==> src/rtl/zbb_count_seq.sv <==
// ============================================================================
// Module   : zbb_count_seq
// Function : Zbb clz/ctz/cpop sequencer driving a shared leading-zero encoder.
// Revision : 1.0
// ============================================================================
`default_nettype none

module zbb_count_seq #(
  parameter int XLEN     = 32,
  parameter int POP_STEP = 4
) (
  input  logic            clk,
  input  logic            rst_n,
  input  logic            in_valid_i,
  output logic            in_ready_o,
  input  logic [1:0]      op_i,
  input  logic [XLEN-1:0] rs1_i,
  input  logic            flush_i,
  output logic [XLEN-1:0] enc_in_o,
  input  logic [5:0]      enc_cnt_i,
  output logic            out_valid_o,
  input  logic            out_ready_i,
  output logic [XLEN-1:0] result_o,
  output logic            err_o
);

  localparam int         POP_ITERS = XLEN / POP_STEP;
  localparam int         CW        = $clog2(POP_ITERS);
  localparam logic [5:0] MAX_CNT   = 6'(XLEN);

  typedef enum logic [1:0] {
    S_IDLE = 2'd0,
    S_ENC  = 2'd1,
    S_POP  = 2'd2,
    S_DONE = 2'd3
  } state_e;

  state_e          state_q;
  logic [XLEN-1:0] enc_in_q;
  logic [XLEN-1:0] shift_q;
  logic [XLEN-1:0] result_q;
  logic [5:0]      acc_q;
  logic [CW-1:0]   iter_q;
  logic            err_q;
  logic            in_ready_q;
  logic            out_valid_q;

  logic [XLEN-1:0] rev_d;
  logic [5:0]      nib_cnt_d;
  logic [5:0]      acc_d;

  // ctz is computed as clz of the bit-reversed operand
  generate
    for (genvar i = 0; i < XLEN; i++) begin : g_rev
      assign rev_d[i] = rs1_i[XLEN-1-i];
    end
  endgenerate

  always_comb begin
    nib_cnt_d = '0;
    for (int b = 0; b < POP_STEP; b++) begin
      nib_cnt_d = nib_cnt_d + 6'(shift_q[b]);
    end
    acc_d = acc_q + nib_cnt_d;
  end

  always_ff @(posedge clk or negedge rst_n) begin
    if (!rst_n) begin
      state_q     <= S_IDLE;
      enc_in_q    <= '0;
      shift_q     <= '0;
      result_q    <= '0;
      acc_q       <= '0;
      iter_q      <= '0;
      err_q       <= 1'b0;
      in_ready_q  <= 1'b1;
      out_valid_q <= 1'b0;
    end else if (flush_i) begin
      state_q     <= S_IDLE;
      in_ready_q  <= 1'b1;
      out_valid_q <= 1'b0;
    end else begin
      case (state_q)
        S_IDLE: begin
          if (in_valid_i) begin
            in_ready_q <= 1'b0;
            case (op_i)
              2'b00: begin
                enc_in_q <= rs1_i;
                state_q  <= S_ENC;
              end
              2'b01: begin
                enc_in_q <= rev_d;
                state_q  <= S_ENC;
              end
              2'b10: begin
                shift_q <= rs1_i;
                acc_q   <= '0;
                iter_q  <= '0;
                state_q <= S_POP;
              end
              default: begin
                result_q    <= '0;
                out_valid_q <= 1'b1;
                state_q     <= S_DONE;
              end
            endcase
          end
        end
        S_ENC: begin
          // An out-of-range encoder count saturates and is flagged sticky
          if (enc_cnt_i > MAX_CNT) begin
            result_q <= {{(XLEN-6){1'b0}}, MAX_CNT};
            err_q    <= 1'b1;
          end else begin
            result_q <= {{(XLEN-6){1'b0}}, enc_cnt_i};
          end
          out_valid_q <= 1'b1;
          state_q     <= S_DONE;
        end
        S_POP: begin
          acc_q   <= acc_d;
          shift_q <= shift_q >> POP_STEP;
          iter_q  <= iter_q + CW'(1);
          if (iter_q == CW'(POP_ITERS - 1)) begin
            result_q    <= {{(XLEN-6){1'b0}}, acc_d};
            out_valid_q <= 1'b1;
            state_q     <= S_DONE;
          end
        end
        S_DONE: begin
          if (out_ready_i) begin
            out_valid_q <= 1'b0;
            in_ready_q  <= 1'b1;
            state_q     <= S_IDLE;
          end
        end
        default: begin
          state_q     <= S_IDLE;
          in_ready_q  <= 1'b1;
          out_valid_q <= 1'b0;
        end
      endcase
    end
  end

  assign in_ready_o  = in_ready_q;
  assign out_valid_o = out_valid_q;
  assign enc_in_o    = enc_in_q;
  assign result_o    = result_q;
  assign err_o       = err_q;

endmodule

`default_nettype wire

==> config.mk <==
export PLATFORM = sky130hd
export DESIGN_NAME = zbb_count_seq
export DESIGN_NICKNAME = d
export VERILOG_FILES = /design/src/rtl/zbb_count_seq.sv
export SDC_FILE = /design/constraint.sdc
export NUM_CORES = 1
export LEC_CHECK = 0
export ABC_AREA = 1
export CAP_MARGIN = 20
export CELL_PAD_IN_SITES_DETAIL_PLACEMENT = 2
export CELL_PAD_IN_SITES_GLOBAL_PLACEMENT = 2
export CORE_ASPECT_RATIO = 0.5
export CORE_MARGIN = 3
export CORE_UTILIZATION = 26
export DETAILED_ROUTE_END_ITERATION = 7
export GPL_TIMING_DRIVEN = 0
export PLACE_DENSITY = 0.75
export SLEW_MARGIN = 20
export SYNTH_ARGS = -nofsm -noshare
export SYNTH_HDL_FRONTEND = slang
export SYNTH_SLANG_ARGS = --single-unit
==> constraint.sdc <==
create_clock -name clk -period 2 [get_ports clk]
set_input_delay 0.5 -clock clk [delete_from_list [all_inputs] [get_ports clk]]
set_output_delay 0.5 -clock clk [all_outputs]
set_load 0.005 [all_outputs]
* Word level (Yosys, flattened, before mapping)
Cells that the tools add are included.
** Storage, ports and cells
- Register bits :: 110
- Input bits :: 45
- Logic and storage cells :: 76
** Cells by class
- Add/subtract/negate cells :: 5
- Order comparisons :: 1
- Equal/unequal tests :: 14
- Muxes and demuxes :: 31
- Bitwise operators :: 1
- Reduce and logical (&&, ||, !) cells :: 15
** Operators by type and width (number)
- 2-to-1 mux 32 bit :: 5
- case mux 32 bit (2 select lines) :: 2
- case mux 32 bit (3 select lines) :: 1
- 2-to-1 mux 6 bit :: 3
- inequality test 3 bit (second input constant) :: 4
- case mux 6 bit (2 select lines) :: 1
- AND reduction 4 bit :: 3
- AND reduction 3 bit :: 3
- 2-to-1 mux 1 bit :: 8
- 2-to-1 mux 2 bit :: 4
- case mux 2 bit (4 select lines) :: 1
- adder 6 x 4 -> 6 bit :: 1
- equality test 2 bit (second input constant) :: 3
- greater-than comparator 6 bit (second input constant) :: 1
- 2-to-1 mux 3 bit :: 2
- inequality test 2 bit (second input constant) :: 3
- case mux 3 bit (2 select lines) :: 1
- nonzero test 3 bit :: 2
- AND reduction 5 bit :: 1
- adder 3 x 1 -> 4 bit :: 1
- equality test 2 x 1 -> 1 bit (second input constant) :: 2
- zero test 2 bit :: 2
- case mux 1 bit (4 select lines) :: 1
- case mux 2 bit (2 select lines) :: 1
- other kinds (10) :: 11

* Depth between registers and ports, before layout
Gate-level depths: netlist of run 1.
- Depth after elaboration :: 6
- Gate-level depth with buffers :: 11

* Worst setup path after synthesis of run 1
OpenSTA, ideal clock, no wires.
- Path type :: register to register
- Start point :: register shift_q[0]
- End point :: register result_q[1], in the netlist result_o[1]
- Setup time :: 117 ps
- Arrival :: 2033 ps
- Data required time :: 1883 ps
- Path slack :: -150 ps
- Stages on the path, launching flop included :: 10
- Buffers on the path :: 0
- Clock period less this slack :: 2150 ps
- Path through :: dfrtp_1 fa_1 inv_1 fa_1 inv_1 fa_1 nand2_1 o21ai_0 nand2_1 nand2_1
** On the way
- Word-level cells in the longest chain between the ends :: 6
** RTL lines
- start: declaration :: RTL line 40 : logic [XLEN-1:0] shift_q;
- start signal: assignment :: RTL line 97 : shift_q <= rs1_i;
- start signal: assignment :: RTL line 123 : shift_q <= shift_q >> POP_STEP;
- adder 1 x 1 -> 2 bit :: RTL line 62 : nib_cnt_d = nib_cnt_d + 6'(shift_q[b]);
- adder 2 x 1 -> 3 bit :: RTL line 62
- adder 3 x 1 -> 4 bit :: RTL line 62
- adder 6 x 4 -> 6 bit :: RTL line 64 : acc_d = acc_q + nib_cnt_d;
- 2-to-1 mux 32 bit :: RTL line 125 : if (iter_q == CW'(POP_ITERS - 1)) begin
- case mux 32 bit (3 select lines) :: RTL line 83 : case (state_q)
- end signal: assignment :: RTL line 113 : result_q <= {{(XLEN-6){1'b0}}, MAX_CNT};
- end signal: assignment :: RTL line 116 : result_q <= {{(XLEN-6){1'b0}}, enc_cnt_i};
- end signal: assignment :: RTL line 126 : result_q <= {{(XLEN-6){1'b0}}, acc_d};
- end: declaration :: RTL line 41 : logic [XLEN-1:0] result_q;
Every way passes these cells. The select of a mux whose other input is x is not followed.
A chain may end at the register's enable or synchronous reset.

* Worst setup path after layout of run 1
- Start point :: register shift_q[0]
- End point :: register result_q[2], in the netlist result_o[2]
Same word-level chain as after synthesis.

==> results of run 1 <==
## what timing repair did
item / in CTS / in global routing
gates cloned: 0 / 0
buffers inserted: 6 / 7
setup endpoints to repair: 79 / 68
hold endpoints to repair: 16 / 0
hold buffers: 1 / 0
resized for setup: 28 / 20
pin swaps: 8 / 6
## synthesized netlist by cell type, types with 2 or more instances
master,instances
a21oi_1,3
a22o_1,2
buf_2,5
buf_4,32
buf_6,3
clkbuf_1,15
dfrtp_1,83
fa_1,3
ha_1,8
inv_1,56
nand2_1,83
nand3_1,13
nand4_1,2
nor2_1,97
o21ai_0,16
o21ai_1,29
o22ai_1,9
o22ai_2,26
o31ai_1,33
## cell type report
cell class / count / area (um2) / area share, %
plain buffers: 56 / 392.9 / 6.159
repair buffers: 98 / 973.4 / 15.26
flip-flops and latches: 84 / 2103 / 32.97
clock buffers: 12 / 246.5 / 3.864
multi-input cells: 357 / 2044 / 32.05
well taps: 227 / 284.0 / 4.453
inverters: 57 / 214.0 / 3.354
clock inverters: 4 / 120.1 / 1.883
## metrics by stage
stage	hold WS [ps]	power, mW	TNS [ps]
after floorplan	204.4	4.556	-189.2
after global placement	458.3	5.996	-285030
after detailed placement	355.5	6.173	-29960
after CTS	464.7	8.491	-1860
after global routing	495.4	9.110	-3705
final	463.3	8.544	-2199
## cell families (layout without fill, tap and decap cells)
kind of cell,Yosys count,in the layout,synth area share [%]
DFF,84,84,46.36
adders and majority gates,11,11,3.530
buffers and inverters,113,227,12.63
AOI/OAI and AO/OA,121,121,20.05
and+or+nand+nor,199,199,17.35
other,1,26,0.08266
## worst min path at each step
stage / start / endpoint / slack [ps] / depth (start not counted)
after floorplan: rst_n / acc_q[0]$_DFFE_PN0P_ / 200 / 0
after detailed placement: rst_n / acc_q[5]$_DFFE_PN0P_ / 360 / 1
after global placement: err_o$_DFFE_PN0P_ / err_o$_DFFE_PN0P_ / 460 / 1
after CTS: err_o$_DFFE_PN0P_ / err_o$_DFFE_PN0P_ / 460 / 1
final: err_o$_DFFE_PN0P_ / err_o$_DFFE_PN0P_ / 460 / 1
after global routing: err_o$_DFFE_PN0P_ / err_o$_DFFE_PN0P_ / 500 / 1
## worst reg2reg max path, stage by stage, from the launching register on
cell and delay (ps):
dfrtp_1 410, fa_1 490, inv_1 90, fa_2 200
inv_2 50, fa_2 350, buf_4 150, buf_6 120
a21oi_4 110, o21ai_2 90, nand2_1 90, nand2_1 60
nand2_1 80
## metal layers
metal  up-vias  share of wire (%)  GRT usage, %
met5         -                  0             0
met4         0                1.0         3.691
met3        13                3.8         3.099
met2        72                 49         30.16
met1      2130                 46         22.94
li1       1955                  -             -
## registers in the layout (all words and copies together), names as in the netlist, 2 cells and up
name,count
result_o,6
acc_q,6
state_q,2
iter_q,3
enc_in_o,32
shift_q,32
## where the power goes
group	total, mW	switching, mW	internal [mW]
sequential	2.86	0.445	2.42
clock	2.09	0.706	1.38
combinational	3.59	1.78	1.81
total	8.54	2.94	5.61
==> results by group, run 1 <==
Global route
  – GRT Util Overall: approximately 17%
  – Global-route wire length before repair: 25.72 mm
  – Initial antenna violation count: 0
  – Number of global-route vias before repair: 4745
  – Maximum number of pins on one net before global-route repair: 69
  – Congestion Overflow GR: 0

Logic synthesis
  – Post-synthesis cell type count: 30
  – Top flip-flop cell by instance count after synthesis: dfrtp_1
  – Post-synthesis cell area: 4537 um2
  – Number of synthesized flops with an enable pin: 0
  – Flip-flop and latch count after synthesis: 84
  – Yosys Warn Count: 0
  – Cell types with the largest area share after synthesis: dfrtp_1 (46%), nor2_1 (8.0%), o22ai_2 (7.2%), nand2_1 (6.9%), o31ai_1 (5.5%)
  – Post-synth ARST share: 100.0%
  – Share of the yosys chip area belonging to registers: 46.36%
  – Yosys top cell by area: dfrtp_1
  – Post-synthesis area per instance: roughly 8.6 um2
  – Post-Synthesis Cells: 529
  – Fraction of synthesized cell area taken by the top area cell type: between 40 and 50%

Layout
  – Fin util: 38.14%
  – Most common cell after layout, fill and taps aside: nor2_1
  – Filler cell count in the final layout: 1901
  – Area growth from synthesis to final layout: 40.60%
  – Post-layout nets: 719
  – Final Instance Area: 6379 um2
  – Number of antenna cells inserted: 0
  – Number of cells in the finished layout apart from fillers: 895
  – Fraction of layout instances using a drive strength above 1: 19.01%
  – Most frequent cells in the layout: nor2_1 (94), dfrtp_1 (83), clkdlybuf4s50_1 (83), nand2_1 (81), inv_1 (53)

STA
  – Slew at the pin closest to its max-slew limit: 745.9 ps
  – RSZ-0062 raised after global routing: true
  – Clock tree skew after final layout: between 10 and 15 ps
  – Headroom to the max-slew limit: between 50% and 60%
  – Final number of setup-violating endpoints: 10
  – Period minus WS final: 2315 ps
  – Final cycle utilization of the critical path: 115.8%
  – Final critical-path setup slack: -315.2 ps
  – Timing-limited maximum frequency: approximately 430 MHz
  – Final hold violation count: 0
  – Total count of max-transition violations in the final report: 0

Clock network
  – Clock sink total: 84
  – Maximum number of buffers from clock root to sink: 2
  – Clock input transition at the sequential cells of the worst setup and hold paths: 70 ps
  – Root buffer selected by CTS: clkbuf_16
  – CTS tree: built
  – H-tree depth reported by CTS: 3
  – Clock Latency Late Sink: 350 ps
  – Cts bufs inserted: 9

Flow run
  – Total of max-cap violations: 0

Placed design
  – Number of buffers added on ports: 84
  – Post-Place Setup Slack: -634.6 ps
  – Post-Place Cells: 866
  – Post-DP HPWL: between 10 and 15 mm
  – GPL Wtd Cong: 0.7770
  – Placed standard-cell area: roughly 5800 um2

Drt
  – Detailed Routing Iterations Pass 1: 4
  – Antenna violation net count after detailed routing: 0
  – DR WL/cell: 18.46 um
  – Violation count after the first detailed-route iteration: between 100 and 150
  – Final routed DRC violation total: 0
  – Total wirelength of the detailed-routed design: 16.53 mm
  – Drt via density: 4.659
  – Total vias in the final route: 4170

Worst setup path
  – Critical R2R Launch: shift_q[0]$_DFFE_PN0P_
  – Top cell family by delay on the critical path: adder cells
  – Total stage count of the critical path: 12
  – Depth of the most critical reg-to-reg path: 12
  – Critical Path AT: 2600 ps
  – Top cell by count, worst path: nand2_1
  – Critical path startpoint category: flop
  – Worst Path Max Fanout: 2
  – Endpoint of the worst register-to-register path: result_o[2]$_DFFE_PN0P_
  – Biggest cell delay along the critical path: roughly 490 ps
  – CP max-delay cell: fa_1
  – Chain of cells forming the critical path: fa_1, inv_1, fa_2, inv_2, fa_2, buf_4, buf_6, a21oi_4, o21ai_2, nand2_1, nand2_1, nand2_1
  – CP bufs+invs: 4
  – Endpoint of the worst setup timing path: result_o[2]$_DFFE_PN0P_
  – Setup CP Type: reg2reg
  – Required time of the critical path: 2290 ps
  – Minimum setup slack among reg-to-reg paths: -320 ps
  – Timing startpoint of the critical path: shift_q[0]$_DFFE_PN0P_
  – Endpoint class of the critical path: flop

Die
  – Die Span Y: 99.41 um
  – I/O pin count: ~110
  – Total core area: 16720 um2
  – DIE WIDTH: 192.8 um
  – Die area: roughly 19000 um2
  – Initial core utilization: roughly 27%
  – FP Rows: 33

Status
  – Violations in the final reports: setup timing
  – Status: finished with violations

Power and ir drop
  – Maximum VDD drop: 0.0005692 V
  – Leak pwr: around 3.0 nW
  – PwrDens: 1340 nW/um2

Min path
  – Class of the tightest hold or removal check: reg2reg
(Power assumes the default switching activity.)
==> run 2, diff against run 1 <==
SETUP_SLACK_MARGIN = 0.15   (was not set)
==> run 2 against run 1 <==
Net effect: power is 0.60% higher; cell area grew 5.9%; die area unchanged; largest power group unchanged; sequential power hardly changed; the flow still finishes with violations (setup timing).
==> results by group, run 2 (same netlist as run 1, synthesis figures left out) <==
Global route
  – Number of global-route vias before repair: 4562 (was 4745)
  – Global-route wire length before repair: 25.20 mm (was 25.72 mm)
  – Congestion Overflow GR: 0 (unchanged)
  – Maximum number of pins on one net before global-route repair: 51 (was 69)
  – Initial antenna violation count: 0 (unchanged)
  – GRT Util Overall: 16.84% (was 17.43%)

Placed design
  – Number of buffers added on ports: 84 (unchanged)
  – Post-DP HPWL: 11.66 mm (was 11.79 mm)
  – GPL Wtd Cong: 0.7686 (was 0.7770)

Clock network
  – Count of hold buffers inserted by post-cts repair: 0 (was 1)
  – Root buffer selected by CTS: clkbuf_16 (unchanged)
  – Clock sink total: 84 (unchanged)
  – H-tree depth reported by CTS: 3 (unchanged)
  – Clock Latency Late Sink: 350 ps (about the same)
  – Cts bufs inserted: 9 (unchanged)
  – Maximum number of buffers from clock root to sink: 2 (unchanged)
  – CTS tree: built (unchanged)
  – Clock input transition at the sequential cells of the worst setup and hold paths: 70 ps (about the same)

Worst setup path
  – Biggest cell delay along the critical path: 540 ps (was 490 ps)
  – Depth of the most critical reg-to-reg path: 13 (was 12)
  – CP max-delay cell: fa_1 (unchanged)
  – Worst Path Max Fanout: 2 (unchanged)
  – Chain of cells forming the critical path: fa_1, inv_1, fa_2, inv_2, buf_4, buf_4, nand3_2, nand2_2, nand3_2, nand3_2, nand2_1, nand2_1, nand2_1 (was fa_1, inv_1, fa_2, inv_2, fa_2, buf_4, buf_6, a21oi_4, o21ai_2, nand2_1, nand2_1, nand2_1)
  – Critical Path AT: 2460 ps (was 2600 ps)
  – Required time of the critical path: 2240 ps (was 2290 ps)
  – Top cell family by delay on the critical path: adder cells (unchanged)
  – Critical path startpoint category: flop (unchanged)
  – CP bufs+invs: 4 (unchanged)
  – Total stage count of the critical path: 13 (was 12)
  – Setup CP Type: reg2reg (unchanged)
  – Endpoint class of the critical path: flop (unchanged)

STA
  – Final cycle utilization of the critical path: 111.3% (was 115.8%)
  – Total count of max-transition violations in the final report: 0 (unchanged)
  – RSZ-0062 raised after global routing: true (unchanged)
  – Final hold violation count: 0 (unchanged)
  – Clock tree skew after final layout: 7.910 ps (was 11.20 ps)
  – Period minus WS final: 2227 ps (was 2315 ps)
  – Post-Route Hold Slack: 50.69 ps (was 463.3 ps)
  – Slew at the pin closest to its max-slew limit: 558.4 ps (was 745.9 ps)
  – Final critical-path setup slack: -226.6 ps (was -315.2 ps)
  – Headroom to the max-slew limit: 62.77% (was 50.27%)
  – Timing-limited maximum frequency: 449.1 MHz (was 431.9 MHz)
  – Final number of setup-violating endpoints: 10 (unchanged)

Die
  – Die area: 19170 um2 (unchanged)
  – DIE WIDTH: 192.8 um (unchanged)
  – I/O pin count: 112 (unchanged)
  – Total core area: 16720 um2 (unchanged)
  – Initial core utilization: 27.13% (unchanged)
  – FP Rows: 33 (unchanged)
  – Die Span Y: 99.41 um (unchanged)

Drt
  – Antenna violation net count after detailed routing: 0 (unchanged)
  – Violation count after the first detailed-route iteration: 193 (was 123)
  – Drt via density: 4.622 (was 4.659)
  – Total wirelength of the detailed-routed design: 16.55 mm (was 16.53 mm)
  – Detailed Routing Iterations Pass 1: 4 (unchanged)
  – Total vias in the final route: 4178 (was 4170)
  – DR WL/cell: 18.31 um (was 18.46 um)
  – Final routed DRC violation total: 0 (unchanged)

Power and ir drop
  – PwrDens: 1273 nW/um2 (was 1340 nW/um2)
  – Leak pwr: 3.123 nW (was 2.996 nW)
  – Power Total: 8.595 mW (was 8.544 mW)
  – Maximum VDD drop: 0.0004358 V (was 0.0005692 V)

Layout
  – Area growth from synthesis to final layout: 48.84% (was 40.60%)
  – Fraction of layout instances using a drive strength above 1: 24.82% (was 19.01%)
  – Most common cell after layout, fill and taps aside: nor2_1 (unchanged)
  – Filler cell count in the final layout: 1840 (was 1901)
  – Most frequent cells in the layout: nor2_1 (94), dfrtp_1 (83), clkdlybuf4s50_1 (81), nand2_1 (74), inv_1 (52) (was nor2_1 (94), dfrtp_1 (83), clkdlybuf4s50_1 (83), nand2_1 (81), inv_1 (53))
  – Number of antenna cells inserted: 0 (unchanged)
  – Post-layout nets: 728 (was 719)

Status
  – Status: finished with violations (unchanged)
  – Violations in the final reports: setup timing (unchanged)

Min path
  – Class of the tightest hold or removal check: in2async (was reg2reg)

Flow run
  – Total of max-cap violations: 0 (unchanged)
[run 2: cell type report]
class | instances | area (um2) | share of cell area (%)
buffer | 56 | 465.4 | 6.893
multi-input combinational | 357 | 2217 | 32.83
clock inverter | 4 | 72.57 | 1.075
sequential | 84 | 2103 | 31.15
timing repair buffer | 107 | 1147 | 16.99
clock buffer | 12 | 246.5 | 3.650
tap | 227 | 284.0 | 4.206
inverter | 57 | 216.5 | 3.205
[run 2: timing repair]
action                                  4_1_cts  5_1_grt
gates resized for setup                      37       81
setup buffers                                 6       11
pin swaps                                    10       20
endpoints found under the setup margin       81       78
cloned                                        0        5
[run 2: final timing paths]
check                                             from                  endpoint  slack, ps
worst max-delay path            shift_q[0]$_DFFE_PN0P_   result_o[5]$_DFFE_PN0P_       -230
worst min-delay path                             rst_n   result_o[4]$_DFFE_PN0P_         50
worst max register to register  shift_q[0]$_DFFE_PN0P_   result_o[5]$_DFFE_PN0P_       -230
worst min register to register  in_ready_o$_DFFE_PN1P_    in_ready_o$_DFFE_PN1P_        470
max in group asynchronous                        rst_n  enc_in_o[31]$_DFFE_PN0P_       1360
min in group clk                in_ready_o$_DFFE_PN1P_    in_ready_o$_DFFE_PN1P_        470
[run 2: metrics by stage]
step	worst slack (ps)	TNS (ps)	area, um2	std cells	utilization [%]
3_5_place_dp	-484.5	-27920	5787	866	34.61
5_1_grt	-355.9	-3136	6753	904	40.38
3_3_place_gp	-3075	-281070	5758	865	34.43
6_report	-226.6	-1929	6753	904	40.38
4_1_cts	-255.1	-1626	6264	888	37.46
2_1_floorplan	-98.81	-206.7	4633	554	-
[run 2: power by group]
part | switching, mW | leakage (nW) | internal (mW)
Clock | 0.718 | 0.153 | 1.13
Combinational | 1.85 | 1.91 | 2.03
Sequential | 0.459 | 1.06 | 2.42
Total | 3.02 | 3.12 | 5.57
[run 2: metal layers]
| layer | wire length (um) | share of wire (%) | vias to the layer above | GRT usage, % |
|---|---|---|---|---|
| li1 | - | - | 1964 | - |
| met1 | 7977 | 48 | 2129 | 23.00 |
| met2 | 7893 | 48 | 74 | 27.90 |
| met3 | 560 | 3.4 | 11 | 3.662 |
| met4 | 121 | 0.73 | 0 | 2.908 |
| met5 | 0 | 0 | - | 0 |
==> run 3, diff against run 2 <==
CAP_MARGIN = not set   (was 20)
==> results of run 3 <==
No change in the layout: final DEF, timing and power equal those of run 2.
